`src/rtl/fantasticfft_fft8_pipe.sv`:
```
// fantasticfft_fft8_pipe: streaming 8-point radix-2 DIT FFT/IFFT, one frame per cycle, 4 register stages
module fantasticfft_fft8_pipe #(
    parameter int DATA_W  = 8,
    parameter int TW_FRAC = 8,
    parameter int OUT_W   = DATA_W + 4
) (
    input  logic                 clk,
    input  logic                 rst_n,
    input  logic                 in_valid,
    output logic                 in_ready,
    input  logic                 in_inv,
    input  logic [8*DATA_W-1:0]  x_re,
    input  logic [8*DATA_W-1:0]  x_im,
    output logic                 out_valid,
    input  logic                 out_ready,
    output logic [8*OUT_W-1:0]   y_re,
    output logic [8*OUT_W-1:0]   y_im,
    output logic                 out_inv
);
    localparam int C  = $rtoi(0.70710678 * $itor(1 << TW_FRAC) + 0.5);
    localparam int SW = OUT_W + 1;
    localparam int PW = OUT_W + TW_FRAC + 3;
    localparam logic signed [PW-1:0] CP  = PW'(C);
    localparam logic signed [PW-1:0] RND = PW'(1 << (TW_FRAC - 1));

    function automatic logic signed [OUT_W-1:0] tw(input logic signed [SW-1:0] s);
        logic signed [PW-1:0] p;
        p = PW'(s) * CP + RND;
        return OUT_W'(p >>> TW_FRAC);
    endfunction

    logic en, v1, v2, v3, inv1, inv2, inv3;
    logic signed [OUT_W-1:0] xr [8], xi [8];
    logic signed [OUT_W-1:0] n1_re [8], n1_im [8], s1_re [8], s1_im [8];
    logic signed [OUT_W-1:0] n2_re [8], n2_im [8], s2_re [8], s2_im [8];
    logic signed [OUT_W-1:0] n3_re [8], n3_im [8], s3_re [8], s3_im [8];

    assign en       = !out_valid || out_ready;
    assign in_ready = en;

    // sign-extend the packed input samples to the full output width
    always_comb begin
        for (int i = 0; i < 8; i++) begin
            xr[i] = OUT_W'($signed(x_re[i*DATA_W +: DATA_W]));
            xi[i] = OUT_W'($signed(x_im[i*DATA_W +: DATA_W]));
        end
    end

    // stage 1: 2-point butterflies on (x0,x4),(x2,x6),(x1,x5),(x3,x7), stored as sum/diff pairs
    always_comb begin
        for (int j = 0; j < 4; j++) begin
            n1_re[2*j]   = xr[(j % 2) * 2 + j / 2] + xr[(j % 2) * 2 + j / 2 + 4];
            n1_im[2*j]   = xi[(j % 2) * 2 + j / 2] + xi[(j % 2) * 2 + j / 2 + 4];
            n1_re[2*j+1] = xr[(j % 2) * 2 + j / 2] - xr[(j % 2) * 2 + j / 2 + 4];
            n1_im[2*j+1] = xi[(j % 2) * 2 + j / 2] - xi[(j % 2) * 2 + j / 2 + 4];
        end
    end

    // stage 2: 4-point combine of even (slots 0-3) and odd (slots 4-7) sets; W4 is a swap/negate
    always_comb begin
        for (int g = 0; g < 2; g++) begin
            n2_re[4*g]   = s1_re[4*g] + s1_re[4*g+2];
            n2_im[4*g]   = s1_im[4*g] + s1_im[4*g+2];
            n2_re[4*g+2] = s1_re[4*g] - s1_re[4*g+2];
            n2_im[4*g+2] = s1_im[4*g] - s1_im[4*g+2];
            n2_re[4*g+1] = s1_re[4*g+1] + (inv1 ? -s1_im[4*g+3] : s1_im[4*g+3]);
            n2_im[4*g+1] = s1_im[4*g+1] + (inv1 ? s1_re[4*g+3] : -s1_re[4*g+3]);
            n2_re[4*g+3] = s1_re[4*g+1] - (inv1 ? -s1_im[4*g+3] : s1_im[4*g+3]);
            n2_im[4*g+3] = s1_im[4*g+1] - (inv1 ? s1_re[4*g+3] : -s1_re[4*g+3]);
        end
    end

    // stage 3: odd bins times W8^k; k=1,3 need one rounded C-product per component
    always_comb begin
        for (int i = 0; i < 8; i++) begin
            n3_re[i] = s2_re[i];
            n3_im[i] = s2_im[i];
        end
        n3_re[5] = tw(inv2 ? SW'(s2_re[5]) - SW'(s2_im[5]) : SW'(s2_re[5]) + SW'(s2_im[5]));
        n3_im[5] = tw(inv2 ? SW'(s2_re[5]) + SW'(s2_im[5]) : SW'(s2_im[5]) - SW'(s2_re[5]));
        n3_re[6] = inv2 ? -s2_im[6] : s2_im[6];
        n3_im[6] = inv2 ? s2_re[6] : -s2_re[6];
        n3_re[7] = tw(inv2 ? -SW'(s2_re[7]) - SW'(s2_im[7]) : SW'(s2_im[7]) - SW'(s2_re[7]));
        n3_im[7] = tw(inv2 ? SW'(s2_re[7]) - SW'(s2_im[7]) : -SW'(s2_re[7]) - SW'(s2_im[7]));
    end

    // pipeline registers; everything advances together only while the output can move
    always_ff @(posedge clk or negedge rst_n) begin
        if (!rst_n) begin
            {v1, v2, v3, out_valid, inv1, inv2, inv3, out_inv} <= '0;
            s1_re <= '{default: '0};
            s1_im <= '{default: '0};
            s2_re <= '{default: '0};
            s2_im <= '{default: '0};
            s3_re <= '{default: '0};
            s3_im <= '{default: '0};
            y_re  <= '0;
            y_im  <= '0;
        end else if (en) begin
            v1        <= in_valid;
            v2        <= v1;
            v3        <= v2;
            out_valid <= v3;
            inv1      <= in_inv;
            inv2      <= inv1;
            inv3      <= inv2;
            out_inv   <= inv3;
            s1_re     <= n1_re;
            s1_im     <= n1_im;
            s2_re     <= n2_re;
            s2_im     <= n2_im;
            s3_re     <= n3_re;
            s3_im     <= n3_im;
            for (int k = 0; k < 4; k++) begin
                y_re[k*OUT_W +: OUT_W]     <= s3_re[k] + s3_re[k+4];
                y_im[k*OUT_W +: OUT_W]     <= s3_im[k] + s3_im[k+4];
                y_re[(k+4)*OUT_W +: OUT_W] <= s3_re[k] - s3_re[k+4];
                y_im[(k+4)*OUT_W +: OUT_W] <= s3_im[k] - s3_im[k+4];
            end
        end
    end
endmodule

```
`config.mk`:
```
export PLATFORM = sky130hd
export DESIGN_NAME = fantasticfft_fft8_pipe
export DESIGN_NICKNAME = d
export VERILOG_FILES = /design/src/rtl/fantasticfft_fft8_pipe.sv
export SDC_FILE = /design/constraint.sdc
export NUM_CORES = 2
export LEC_CHECK = 0
export CAP_MARGIN = 20
export CORE_ASPECT_RATIO = 0.7
export CORE_MARGIN = 2
export CORE_UTILIZATION = 62
export DETAILED_ROUTE_END_ITERATION = 6
export PLACE_DENSITY = 0.94
export SYNTH_ARGS = -nofsm -noshare
export SYNTH_HDL_FRONTEND = slang
export SYNTH_SLANG_ARGS = --single-unit
export TNS_END_PERCENT = 5
```
`constraint.sdc`:
```
create_clock -name clk -period 8.66 [get_ports clk]
set_input_delay 1.732 -clock clk [delete_from_list [all_inputs] [get_ports clk]]
set_output_delay 1.732 -clock clk [all_outputs]
set_load 0.02 [all_outputs]
```
==> metrics.md <==
| Metric | Value |
|---|---|
| 1st-pass router iterations | `7` |
| Least-Margin Pin Slew | `about 1.4 ns` |
| Synth Flop Type | `dfrtp_1` |
| CP bufs+invs | `1` |
| P&R area growth vs syn | `12.1%` |
| Post-synthesis cell count | `roughly 6400` |
| Hold Vio Cnt, Final | `0` |
| Critical path class | `reg2reg` |
| Pins Over Slew Limit | `0` |
| Final GP Congestion | `0.992` |
| Worst EP required | `a little over 9 ns` |
| Num CTS Buffers | `just over 70` |
| Async SR Flop Fraction | `1.00` |
| Endpoints failing setup | `0` |
| CP startpoint kind | `flip-flop` |
| Register area share after synthesis | `0.315` |
| Final ANT Viol Nets | `0` |
| Die area | `between 0.09 and 0.1 mm²` |
| Critical path's top delay family | `adder cells` |
| Unrepaired setup endpoints after global routing | `no` |
| Total negative setup slack | `0 ns` |
| Routed vias/inst | `5.94` |
| Layout cells sized above 1 | `0.0275` |
| Die X-Extent | `362 µm` |
| Sequential Area | `between 0.015 and 0.02 mm²` |
| Final worst path period need | `between 7 and 8 ns` |
| Clock Latency Late Sink | `0.64 ns` |
| First-pass GRT wire length | `~250000 µm` |
| Vias in the first global route | `44700` |
| DRT Wirelength | `157000 µm` |
| Max incr delay on CP | `0.55 ns` |
| Post-CTS Setup Repair Bufs | `0` |
| Largest net degree at the start of global routing | `roughly 240` |
| Row Count | `91` |
| Most frequent cell on the critical path | `ha_1` |
| Worst hold path type | `reg2reg` |
| Clock sink count | `698` |
| CTS tree | `built` |
| Syn avg cell area | `8.72 µm²` |
| Die H | `roughly 250 µm` |
| Critical path's slowest cell | `a221oi_1` |
| Most common cell in the netlist | `ha_1` |
| WP data arrival | `8.45 ns` |
| PortBufs | `327` |
| Nets | `7679` |
| Area of the multi-input gates | `0.0342 mm²` |
| Setup Skew | `0.0306 ns` |
| Final HPWL DP | `121000 µm` |
| DRC violations left | `0` |
| Vias | `46300` |
| Post-synth top cells | `805 x ha_1, 787 x inv_1, 698 x dfrtp_1` |
| Ranking of synthesized cells by area | `dfrtp_1 31%, ha_1 18%, fa_1 6.6%` |
| DR iter-0 viols | `about 5600` |
| Post-CTS Resized | `0` |
| Synth cell types | `72` |
| Area leader, netlist | `dfrtp_1` |
| Fillers | `between 6000 and 7000` |
| EDFF count, synth | `0` |
| H-tree Lvls | `3` |
| Cell area after synthesis | `0.0555 mm²` |
| Starting Density | `0.628` |
| Synth warn | `0` |
| Ports | `328` |
| Total grt overflow | `0` |
| Final period util | `0.921` |
| Total track usage | `0.337` |
| Yosys top cell area share | `0.315` |
| Drt wl/cell | `20.2 µm` |
| Synthesized flop and latch total | `between 600 and 700` |
| Post-Syn Nets | `7489` |
| Clock transition at the registers of the reported paths | `roughly 0.07 ns` |
| Worst-path cell chain | `inv_1 -> ha_1 -> ha_1 -> fa_1 -> a21o_1 -> a21oi_1 -> nor2b_1 -> o21a_1 -> o41ai_1 -> xor2_1 -> mux2i_1 -> ha_1 -> fa_1 -> fa_1 -> fa_1 -> ha_1 -> ha_1 -> and2_1 -> a311o_1 -> a221oi_1 -> o21ai_1 -> a21o_1 -> a211oi_1 -> o22ai_1` |
| Crit. End Element | `flip-flop` |
| CP max FO | `5` |
| Outcome | `complete, no violations` |
| Post-CTS Hold Buffers | `0` |
| Bufs on Longest Clock Path | `3` |
| Initial antenna violation count | `6` |
| Max Cap Viol | `0` |
| FMAX | `0.125 GHz` |
| Root buf cell | `clkbuf_16` |
| Slew margin rel. | `0.0933` |
| Core ar. | `roughly 0.088 mm²` |
-- layout make-up --
type / instances / area share
Clock buffer: 99 / 0.0334
Tap cell: 1162 / 0.0234
Timing Repair Buffer: 349 / 0.0568
Multi-Input combinational cell: 4649 / 0.549
Inverter: 789 / 0.0477
Clock inverter: 32 / 0.00839
Antenna cell: 3 / 0.000121
Sequential cell: 698 / 0.281
-- logic make-up after synthesis --
group	share of synthesized area
AO/OA/AOI/OAI	0.158
XOR/XNOR	0.0754
adder cells (fa/ha/maj)	0.247
buffers and inverters	0.0699
flip-flops	0.315
multiplexers	0.00419
AND/OR/NAND/NOR	0.131
-- stage by stage --
stage	instance area, µm²	utilization	hold slack, ns	setup slack, ns	cells
2_1_floorplan	55500	-	0.430	1.61	6369
3_3_place_gp	59600	0.674	0.441	0.999	7645
3_5_place_dp	59600	0.674	0.458	0.802	7646
4_1_cts	62200	0.704	0.470	0.734	7777
5_1_grt	62200	0.704	0.496	0.178	7780
6_report	62200	0.704	0.471	0.681	7781
-- routing by layer --
layer / wire length, µm / vias to the layer above / share of wire / track usage
met2: 65600 / 2197 / 0.42 / 0.494
li1: - / 21400 / - / -
met3: 18100 / 327 / 0.12 / 0.0856
met1: 67500 / 22300 / 0.43 / 0.487
met4: 5930 / 0 / 0.038 / 0.116
met5: 0 / - / 0 / 0
-- cell usage in the layout, fill, tap and decap left out, types with 23 or more instances in the layout --
cell and count:
nand2_1 684, o21ai_1 43, nor2_1 557, or3_1 45
o21ai_0 416, a21oi_1 564, a21o_1 52, o21a_1 29
o31ai_1 69, and3_1 47, nor3_1 75, xor2_1 147
a31oi_1 45, a221oi_1 23, nor2b_1 84, dfrtp_1 697
ha_1 805, clkbuf_16 75, inv_1 787, a211oi_1 23
clkdlybuf4s50_1 326, fa_1 182, nand2b_1 88, o21bai_1 108
xnor2_1 329
-- worst paths after layout --
kind                                        from                    end  slack (ns)  depth (start not counted)
hold reg to reg            n3_im[71]$_DFFE_PN0P_  s3_im[71]$_DFFE_PN0P_        0.47                          2
min in group asynchronous                  rst_n   y_re[22]$_DFFE_PN0P_        1.16                          1
hold / removal             n3_im[71]$_DFFE_PN0P_  s3_im[71]$_DFFE_PN0P_        0.47                          2
setup reg to reg            s2_re[1]$_DFFE_PN0P_  s3_re[10]$_DFFE_PN0P_        0.68                         24
setup / recovery            s2_re[1]$_DFFE_PN0P_  s3_re[10]$_DFFE_PN0P_        0.68                         24
max in group asynchronous                  rst_n  s1_im[52]$_DFFE_PN0P_        5.82                          2
-- flip-flops by register name, indices dropped and copies added, names as in the netlist, 58 cells and up --
| signal | count |
|---|---|
| n3_re | 58 |
| n3_im | 58 |
| s3_re | 94 |
| s1_re | 68 |
| s1_im | 68 |
| s3_im | 92 |
| y_re | 92 |
| y_im | 92 |
-- tightest hold or removal path, stage by stage, from the launching register on --
cell	delay, ns
dfrtp_1	0.34
nand2_1	0.05
nand2_1	0.06
Power is not shown: default switching activity piles up to over one toggle a cycle in this logic, so the estimate is an artifact.
